File: config.mk
export PLATFORM = sky130hd
export DESIGN_NAME = serial_add_scheduler_flat
export DESIGN_NICKNAME = d
export VERILOG_FILES = /design/src/rtl/serial_add_scheduler_pkg.sv /design/src/rtl/serial_add_scheduler_if.sv /design/src/rtl/serial_add_scheduler_full_adder.sv /design/src/rtl/serial_add_scheduler.sv /design/src/flat_wrapper.sv
export SDC_FILE = /design/constraint.sdc
export NUM_CORES = 1
export LEC_CHECK = 0
export CORE_ASPECT_RATIO = 2
export CORE_MARGIN = 8
export CORE_UTILIZATION = 48
export DETAILED_ROUTE_END_ITERATION = 8
export PLACE_DENSITY = 0.89
export SYNTH_ARGS = -nofsm -noshare
export SYNTH_HDL_FRONTEND = slang
export SYNTH_HIERARCHICAL = 1
export SYNTH_SLANG_ARGS = --single-unit
export TNS_END_PERCENT = 50
File: constraint.sdc
create_clock -name clk -period 1.82 [get_ports clk]
set_input_delay 0.273 -clock clk [delete_from_list [all_inputs] [get_ports clk]]
set_output_delay 0.273 -clock clk [all_outputs]
set_load 0.005 [all_outputs]
File: src/rtl/serial_add_scheduler_pkg.sv
// Shared definitions for the serial add scheduler.
//   WIDTH_DEFAULT : default operand width in bits
//   state_t       : scheduler FSM states
package serial_add_pkg;

   localparam int WIDTH_DEFAULT = 8;

   typedef enum logic [1:0] {
      IDLE = 2'd0,
      RUN  = 2'd1,
      DONE = 2'd2
   } state_t;

endpackage

File: src/rtl/serial_add_scheduler_if.sv
// Requester and response handshake bundle for the serial add scheduler.
//   req0_*/req1_* : valid/ready handshake plus operand pair per requester
//   rsp_*         : valid/ready handshake plus sum, carry and owning requester id
//   master        : requesters and result consumer side
//   slave         : scheduler side
interface serial_add_scheduler_if
   import serial_add_pkg::*;
#(
   parameter int WIDTH = WIDTH_DEFAULT
);
   logic             req0_valid;
   logic             req0_ready;
   logic [WIDTH-1:0] req0_a;
   logic [WIDTH-1:0] req0_b;
   logic             req1_valid;
   logic             req1_ready;
   logic [WIDTH-1:0] req1_a;
   logic [WIDTH-1:0] req1_b;
   logic             rsp_valid;
   logic             rsp_ready;
   logic [WIDTH-1:0] rsp_sum;
   logic             rsp_carry;
   logic             rsp_id;

   modport master (
      output req0_valid, req0_a, req0_b,
      output req1_valid, req1_a, req1_b,
      output rsp_ready,
      input  req0_ready, req1_ready,
      input  rsp_valid, rsp_sum, rsp_carry, rsp_id
   );

   modport slave (
      input  req0_valid, req0_a, req0_b,
      input  req1_valid, req1_a, req1_b,
      input  rsp_ready,
      output req0_ready, req1_ready,
      output rsp_valid, rsp_sum, rsp_carry, rsp_id
   );

endinterface

File: src/rtl/serial_add_scheduler_full_adder.sv
// Single-bit adder shared by both requesters.
//   half_adder : a, b -> sum, carry
//   full_adder : a, b, cin -> sum, cout (two half adders, carries ORed)
module half_adder (
   input  logic a,
   input  logic b,
   output logic sum,
   output logic carry
);
   assign sum   = a ^ b;
   assign carry = a & b;
endmodule

module full_adder (
   input  logic a,
   input  logic b,
   input  logic cin,
   output logic sum,
   output logic cout
);
   logic s0, c0, c1;

   half_adder u_ha0 (.a(a),  .b(b),   .sum(s0),  .carry(c0));
   half_adder u_ha1 (.a(s0), .b(cin), .sum(sum), .carry(c1));

   assign cout = c0 | c1;
endmodule

File: src/rtl/serial_add_scheduler.sv
// Bit-serial adder time-shared between two requesters with round-robin grant.
//   clk   : clock, rising edge
//   rst_n : asynchronous active-low reset
//   bus   : slave side of serial_add_scheduler_if (two requesters, one response)
//
// state | meaning
// IDLE  | waiting for a request; grant offered combinationally
// RUN   | adding one bit per cycle, LSB first, WIDTH cycles
// DONE  | result held on rsp_* until consumer takes it
module serial_add_scheduler
   import serial_add_pkg::*;
#(
   parameter int WIDTH = WIDTH_DEFAULT
)(
   input  logic                 clk,
   input  logic                 rst_n,
   serial_add_scheduler_if.slave bus
);
   localparam int            CW       = $clog2(WIDTH + 1);
   localparam logic [CW-1:0] LAST_BIT = CW'(WIDTH - 1);

   state_t           state_q, state_d;
   logic [WIDTH-1:0] a_q, b_q, sum_q;
   logic             carry_q;
   logic [CW-1:0]    cnt_q;
   logic             id_q;
   logic             last_q;
   logic             gnt_id;
   logic             accept;
   logic             fa_sum, fa_cout;

   // On a tie the requester not granted last wins; a lone requester always wins.
   always_comb begin
      gnt_id = bus.req1_valid;
      if (bus.req0_valid && bus.req1_valid) gnt_id = ~last_q;
   end

   // Gated by rst_n so ready stays low for the whole reset assertion.
   assign accept         = rst_n && (state_q == IDLE) && (bus.req0_valid || bus.req1_valid);
   assign bus.req0_ready = accept && !gnt_id;
   assign bus.req1_ready = accept && gnt_id;

   full_adder u_fa (
      .a    (a_q[0]),
      .b    (b_q[0]),
      .cin  (carry_q),
      .sum  (fa_sum),
      .cout (fa_cout)
   );

   always_ff @(posedge clk or negedge rst_n) begin
      if (!rst_n) state_q <= IDLE;
      else        state_q <= state_d;
   end

   always_comb begin
      state_d = state_q;
      case (state_q)
         IDLE:    if (accept) state_d = RUN;
         RUN:     if (cnt_q == LAST_BIT) state_d = DONE;
         DONE:    if (bus.rsp_ready) state_d = IDLE;
         default: state_d = IDLE;
      endcase
   end

   always_ff @(posedge clk or negedge rst_n) begin
      if (!rst_n) begin
         a_q     <= '0;
         b_q     <= '0;
         sum_q   <= '0;
         carry_q <= 1'b0;
         cnt_q   <= '0;
         id_q    <= 1'b0;
         last_q  <= 1'b1;
      end else if (accept) begin
         a_q     <= gnt_id ? bus.req1_a : bus.req0_a;
         b_q     <= gnt_id ? bus.req1_b : bus.req0_b;
         sum_q   <= '0;
         carry_q <= 1'b0;
         cnt_q   <= '0;
         id_q    <= gnt_id;
         last_q  <= gnt_id;
      end else if (state_q == RUN) begin
         a_q     <= a_q >> 1;
         b_q     <= b_q >> 1;
         sum_q   <= {fa_sum, sum_q[WIDTH-1:1]};
         carry_q <= fa_cout;
         cnt_q   <= cnt_q + CW'(1);
      end
   end

   assign bus.rsp_valid = (state_q == DONE);
   assign bus.rsp_sum   = bus.rsp_valid ? sum_q : '0;
   assign bus.rsp_carry = bus.rsp_valid && carry_q;
   assign bus.rsp_id    = bus.rsp_valid && id_q;

endmodule

File: src/flat_wrapper.sv
// flat-port wrapper written by rule: the top's interface ports become plain ports
module serial_add_scheduler_flat import serial_add_pkg::*;
#(
   parameter int WIDTH = WIDTH_DEFAULT
)
  (clk, rst_n, bus_req0_valid, bus_req0_a, bus_req0_b, bus_req1_valid, bus_req1_a, bus_req1_b, bus_rsp_ready, bus_req0_ready, bus_req1_ready, bus_rsp_valid, bus_rsp_sum, bus_rsp_carry, bus_rsp_id);
  serial_add_scheduler_if #(.WIDTH(WIDTH)) bus_i ();
  input  logic clk;
  input  logic rst_n;
  input wire logic [$bits(bus_i.req0_valid)-1:0] bus_req0_valid;
  input wire logic [$bits(bus_i.req0_a)-1:0] bus_req0_a;
  input wire logic [$bits(bus_i.req0_b)-1:0] bus_req0_b;
  input wire logic [$bits(bus_i.req1_valid)-1:0] bus_req1_valid;
  input wire logic [$bits(bus_i.req1_a)-1:0] bus_req1_a;
  input wire logic [$bits(bus_i.req1_b)-1:0] bus_req1_b;
  input wire logic [$bits(bus_i.rsp_ready)-1:0] bus_rsp_ready;
  output wire logic [$bits(bus_i.req0_ready)-1:0] bus_req0_ready;
  output wire logic [$bits(bus_i.req1_ready)-1:0] bus_req1_ready;
  output wire logic [$bits(bus_i.rsp_valid)-1:0] bus_rsp_valid;
  output wire logic [$bits(bus_i.rsp_sum)-1:0] bus_rsp_sum;
  output wire logic [$bits(bus_i.rsp_carry)-1:0] bus_rsp_carry;
  output wire logic [$bits(bus_i.rsp_id)-1:0] bus_rsp_id;
  assign bus_i.req0_valid = bus_req0_valid;
  assign bus_i.req0_a = bus_req0_a;
  assign bus_i.req0_b = bus_req0_b;
  assign bus_i.req1_valid = bus_req1_valid;
  assign bus_i.req1_a = bus_req1_a;
  assign bus_i.req1_b = bus_req1_b;
  assign bus_i.rsp_ready = bus_rsp_ready;
  assign bus_req0_ready = bus_i.req0_ready;
  assign bus_req1_ready = bus_i.req1_ready;
  assign bus_rsp_valid = bus_i.rsp_valid;
  assign bus_rsp_sum = bus_i.rsp_sum;
  assign bus_rsp_carry = bus_i.rsp_carry;
  assign bus_rsp_id = bus_i.rsp_id;
  serial_add_scheduler #(.WIDTH(WIDTH)) u_core (.clk(clk), .rst_n(rst_n), .bus(bus_i));
endmodule
* After elaboration in Yosys (flattened, before gate mapping)
Index checks and enable logic that the tools add are counted.
** Operators by class
- Reduce and logical (&&, ||, !) cells :: 12
- Bitwise operators :: 6
- Eq/ne operators :: 6
- Muxes and demuxes :: 18
- $add $sub $neg :: 1
** Operators with widths (number)
- 8-bit 2-to-1 mux :: 9
- 4-bit 2-to-1 mux :: 2
- 1-bit logical AND :: 7
- 2-bit 2-to-1 mux :: 3
- 2-bit case mux with 3 select lines :: 1
- 4-bit by 1-bit adder with 4-bit output, second input constant :: 1
- 4-bit by 3-bit == test with 1-bit output, second input constant :: 1
- 2-bit by 1-bit != test with 1-bit output, second input constant :: 2
- 1-bit 2-to-1 mux :: 3
- 3-bit AND reduction :: 1
- 1-bit bitwise AND :: 2
- 2-bit by 1-bit == test with 1-bit output, second input constant :: 1
- 2-bit == test, second input constant :: 1
- 2-bit zero test :: 1
- 2-bit != test, second input constant :: 1
- 2-bit nonzero test :: 1
- 1-bit bitwise XOR :: 2
- 1-bit zero test :: 1
- 1-bit logical OR :: 1
- 1-bit NOT :: 1
- 1-bit OR :: 1
** Word-level totals
- Logic and storage cells :: 51
- Register bits :: 33
- Input port bits :: 37
- Output and inout port bits :: 13

* Depth between registers and ports, before layout
- Depth after elaboration :: 5
- Gate-level depth with buffers :: 5
- Gate-level depth less buffers :: 5

* Hierarchy
The synthesis kept the hierarchy.
** Modules (own cells, without submodules)
- serial_add_scheduler :: area each 1841.8 um^2, sequential area each 827.0 um^2, instances 1, cells an instance 176
- half_adder :: area each 12.5 um^2, sequential area each 0.0 um^2, instances 2, cells an instance 1
- full_adder :: area each 6.3 um^2, sequential area each 0.0 um^2, instances 1, cells an instance 1

* Least setup slack after synthesis
No wires, ideal clock.
- Path type :: reg-to-output
- Start :: reg u_core.state_q[0]
- End :: out bus_req0_ready
- Data required time :: 1547 ps
- Slack :: 376 ps
- Arrival :: 1171 ps
- Stages on the path, launching flop included :: 6
- Path buffers :: 2
- Cells stage by stage :: dfrtp_1 > or2_1 > buf_4 > nor2_8 > buf_6 > and2_1
** Between the ends
- Word-level cells in the longest chain between the ends :: 4
** RTL lines
- start, declared :: line serial_add_scheduler.sv:22 : state_t state_q, state_d;
- start signal, assigned :: line serial_add_scheduler.sv:53 : else state_q <= state_d;
- 2-bit zero test :: line serial_add_scheduler.sv:39 : assign accept = rst_n && (state_q == IDLE) && (bus.req0_valid || bus.req1_valid);
- 1-bit logical AND (2 in a row) :: line serial_add_scheduler.sv:39
- 1-bit logical AND :: line serial_add_scheduler.sv:40 : assign bus.req0_ready = accept && !gnt_id;
- end, declared :: line flat_wrapper.sv:17 : output wire logic [$bits(bus_i.req0_ready)-1:0] bus_req0_ready;
No other way between the ends.

* Worst setup path after layout
- Start :: reg u_core.state_q[1]
- End :: out bus_rsp_carry
** Between the ends
- Word-level cells in the longest chain between the ends :: 2
** RTL lines
- 2-bit == test :: line serial_add_scheduler.sv:92 : assign bus.rsp_valid = (state_q == DONE);
- 1-bit logical AND :: line serial_add_scheduler.sv:94 : assign bus.rsp_carry = bus.rsp_valid && carry_q;
- end, declared :: line flat_wrapper.sv:21 : output wire logic [$bits(bus_i.rsp_carry)-1:0] bus_rsp_carry;
No other way between the ends.

==> flow_metrics.env <==
export IMPL_nets=280
export IMPL_min_path_type="in -> async"
export IMPL_seqPwrFrac_pct=39.6
export IMPL_cts_root_buf="clkbuf_8"
export IMPL_drc=0
export IMPL_synth_mux_area_fraction_pct=8.55
export IMPL_final_common_cell="clkdlybuf4s50_1"
export IMPL_area_delta_synth_final_pct=34.3
export IMPL_status="finished, final reports clean"
export IMPL_synth_compound_area_share_pct=21.4
export IMPL_final_cells=290
export IMPL_ios=50
export IMPL_ys_seq_area_share_pct=44.2
export IMPL_slowest_delay_ns=0.38
export IMPL_postSynthCellCount=179
export IMPL_synth_adder_area_share_pct=2.00
export IMPL_skew_ns=0.00221
export IMPL_synth_edf_count=0
export IMPL_power_frac_comb_pct=46.0
export IMPL_multi_input_area_um2=890
export IMPL_grt_first_pass_wirelength_um=7450
export IMPL_core_region_area_mm2=0.00380
export IMPL_cts_clk_slew_worst_paths_ns=0.06
export IMPL_p_sw_share_pct=38.5
export IMPL_final_cell_mix="clkdlybuf4s50_1 (33), dfrtp_1 (32), nand2_1 (23)"
export IMPL_clock_latency_ns=0.28
export IMPL_gp_congestion=0.807
export IMPL_slowest_stage="dfrtp_1"
export IMPL_worst_pin_slew_ns=0.457
export IMPL_intPower_mw=2.09
export IMPL_period_share_pct=96.4
export IMPL_start_kind="flop"
export IMPL_gr_total_overflow=0
export IMPL_firstDrtPassIters=4
export IMPL_ir_worst_vdd_v=0.000782
export IMPL_clockPowerShare_pct=14.4
export IMPL_synth_avg_cell_area_um2=10.5
export IMPL_wl_per_cell_um=15.3
export IMPL_dieHeight_um=104
export IMPL_leakage_nw=1.24
export IMPL_cts_tree="built"
export IMPL_async_reset_ff_share_pct=100
export IMPL_cts_buffers=5
export IMPL_wirelength_um=4440
export IMPL_synth_cell_type_count=36
export IMPL_fmax_mhz=570
export IMPL_yosysWarnings=6
export IMPL_cp_common_cell="buf_4"
export IMPL_period_minus_slack_ns=1.76
export IMPL_drv_slew=0
export IMPL_routed_via_density=5.37
export IMPL_setup_viol=0
export IMPL_path_cells="buf_4, nor2b_4, buf_4, and2_1, dlygate4sd2_1"
export IMPL_vias=1557
export IMPL_tns_ns=0
export IMPL_netlist_area_mm2=0.00187
export IMPL_drt_initial_drc_count=33
export IMPL_portBuffers=49
export IMPL_start_util_pct=49.2
export IMPL_worst_setup_path_type="reg -> out"
export IMPL_cts_sinks=33
export IMPL_rows=32
export IMPL_drive_above_1_share_pct=17.2
export IMPL_rr_worst_depth=5
export IMPL_regArea_um2=827
export IMPL_endpoint_kind="output pin"
export IMPL_slew_headroom_pct=69.5
export IMPL_yosys_area_share_xor_xnor_pct=0.468
export IMPL_worstPathMaxFanout=5
export IMPL_postRouteAntennaNets=0
export IMPL_grt_max_degree=34
export IMPL_critPathRequiredTime_ns=1.55
export IMPL_synthFlopType="dfrtp_1"
export IMPL_die_w_um=60.2
export IMPL_num_antenna_cells=0
export IMPL_dp_hpwl_um=3420
export IMPL_synthSimpleGateAreaFrac_pct=14.5
export IMPL_synth_fp_nets=219
export IMPL_clockBufferDepth=2
export IMPL_powerDensity_mw_per_mm2=1350
export IMPL_ys_ff_latch=33
export IMPL_hold_buffers=0
export IMPL_cts_htree_levels=2
export IMPL_n_fill_cell=301
export IMPL_dieArea_mm2=0.00628
export IMPL_cp_data_arrival_time_ns=1.48
export IMPL_rsz0062_at_grt="no"
export IMPL_grt_pass1_vias=1712
export IMPL_synth_top_family_by_area="compound AO/OA/AOI/OAI gates"
export IMPL_place_detailed_instances=281
export IMPL_grt_antenna_before_repair=0
export IMPL_grt_total_usage_pct=15.4
export IMPL_finalHoldViolations=0
export IMPL_cap_violations=0
export IMPL_p_switching_mw=1.31
-- power by group through the flow --
stage | Combinational (mW) | Sequential, mW | Clock (mW)
final | 1.57 | 1.35 | 0.489
after global routing | 1.76 | 1.40 | 0.528
after detailed placement | 1.53 | 1.35 | 0
after floorplan | 1.17 | 1.27 | 0
after CTS | 1.58 | 1.34 | 0.498
after global placement | 1.45 | 1.33 | 0
-- registers in the layout, indices dropped and copies added (netlist names) --
name,flops
u_core/a_q,8
u_core/b_q,8
u_core/carry_q,1
u_core/cnt_q,4
u_core/id_q,1
u_core/last_q,1
u_core/state_q,2
u_core/sum_q,8
-- synth_stat cells (2+ instances only) --
| master | number | area share [%] |
|---|---|---|
| buf_8 | 2 | 1.6 |
| a221oi_2 | 8 | 6.4 |
| ha_1 | 3 | 2.0 |
| or2_1 | 2 | 0.67 |
| o211ai_1 | 2 | 0.80 |
| nand3b_1 | 2 | 0.80 |
| mux2i_1 | 16 | 8.6 |
| nand2_1 | 23 | 4.6 |
| and2_1 | 11 | 3.7 |
| o21ai_1 | 5 | 1.3 |
| buf_2 | 3 | 0.80 |
| buf_6 | 2 | 1.2 |
| o21ai_0 | 8 | 2.1 |
| o22ai_1 | 15 | 5.0 |
| a21o_1 | 2 | 0.80 |
| dfrtp_1 | 32 | 43 |
| a221oi_1 | 6 | 2.8 |
| clkbuf_1 | 3 | 0.60 |
| inv_1 | 16 | 3.2 |
| nor2b_1 | 2 | 0.67 |
-- critical path, delay by kind of cell (launching register included) --
family / cells / cell delay (ns)
flops: 1 / 0.38
buf+inv: 3 / 0.55
simple gates: 2 / 0.28
-- worst paths after layout --
check,start,end,slack [ns]
hold / removal,rst_n,u_core/sum_q[5],0.22
min in group clk,u_core/id_q,u_core/id_q,0.48
max in group asynchronous,rst_n,u_core/last_q,1.26
setup reg to reg,u_core/last_q,u_core/a_q[4],0.28
setup / recovery,u_core/state_q[1],bus_rsp_carry,0.06
hold reg to reg,u_core/id_q,u_core/id_q,0.48
-- cell type report --
type                       count  area share (%)
multi-input combinational    118            35.4
sequential                    33            32.9
timing repair buffer          66            23.9
clock buffer                   5            2.73
tap                           51            2.54
inverter                      16            2.39
clock inverter                 1           0.199
-- stage by stage --
step	util, %	worst slack, ns	hold WS [ns]	instance area (µm²)	total power [mW]
after floorplan	-	0.376	-0.0226	1870	2.44
after global placement	63.8	-0.168	0.459	2430	2.78
after detailed placement	63.8	-0.211	0.472	2430	2.88
after CTS	66.1	-0.00830	0.241	2510	3.41
after global routing	66.2	0.0140	0.266	2520	3.68
final	66.2	0.0649	0.224	2520	3.40
-- kinds of logic after synthesis --
group	after synthesis
flops	33
simple gates	48
fa+ha+maj	3
mux	16
xor+xnor	1
buf+inv	28
compound gates	50
-- per-layer routing --
metal	wire length, µm	vias up	global-route usage (%)	part of all wire, %
met5	0	-	0	0
met4	130	0	8.43	2.9
met3	186	11	2.85	4.2
met2	2620	45	27.7	59
met1	1510	742	15.1	34
li1	-	759	-	-
-- what timing repair did --
action                                  4_1_cts  5_1_grt
buffers inserted                              3        0
gates resized for setup                      18        4
endpoints found under the setup margin       13        8
pin swaps                                     2        0
Power figures use the tool's default switching activity.
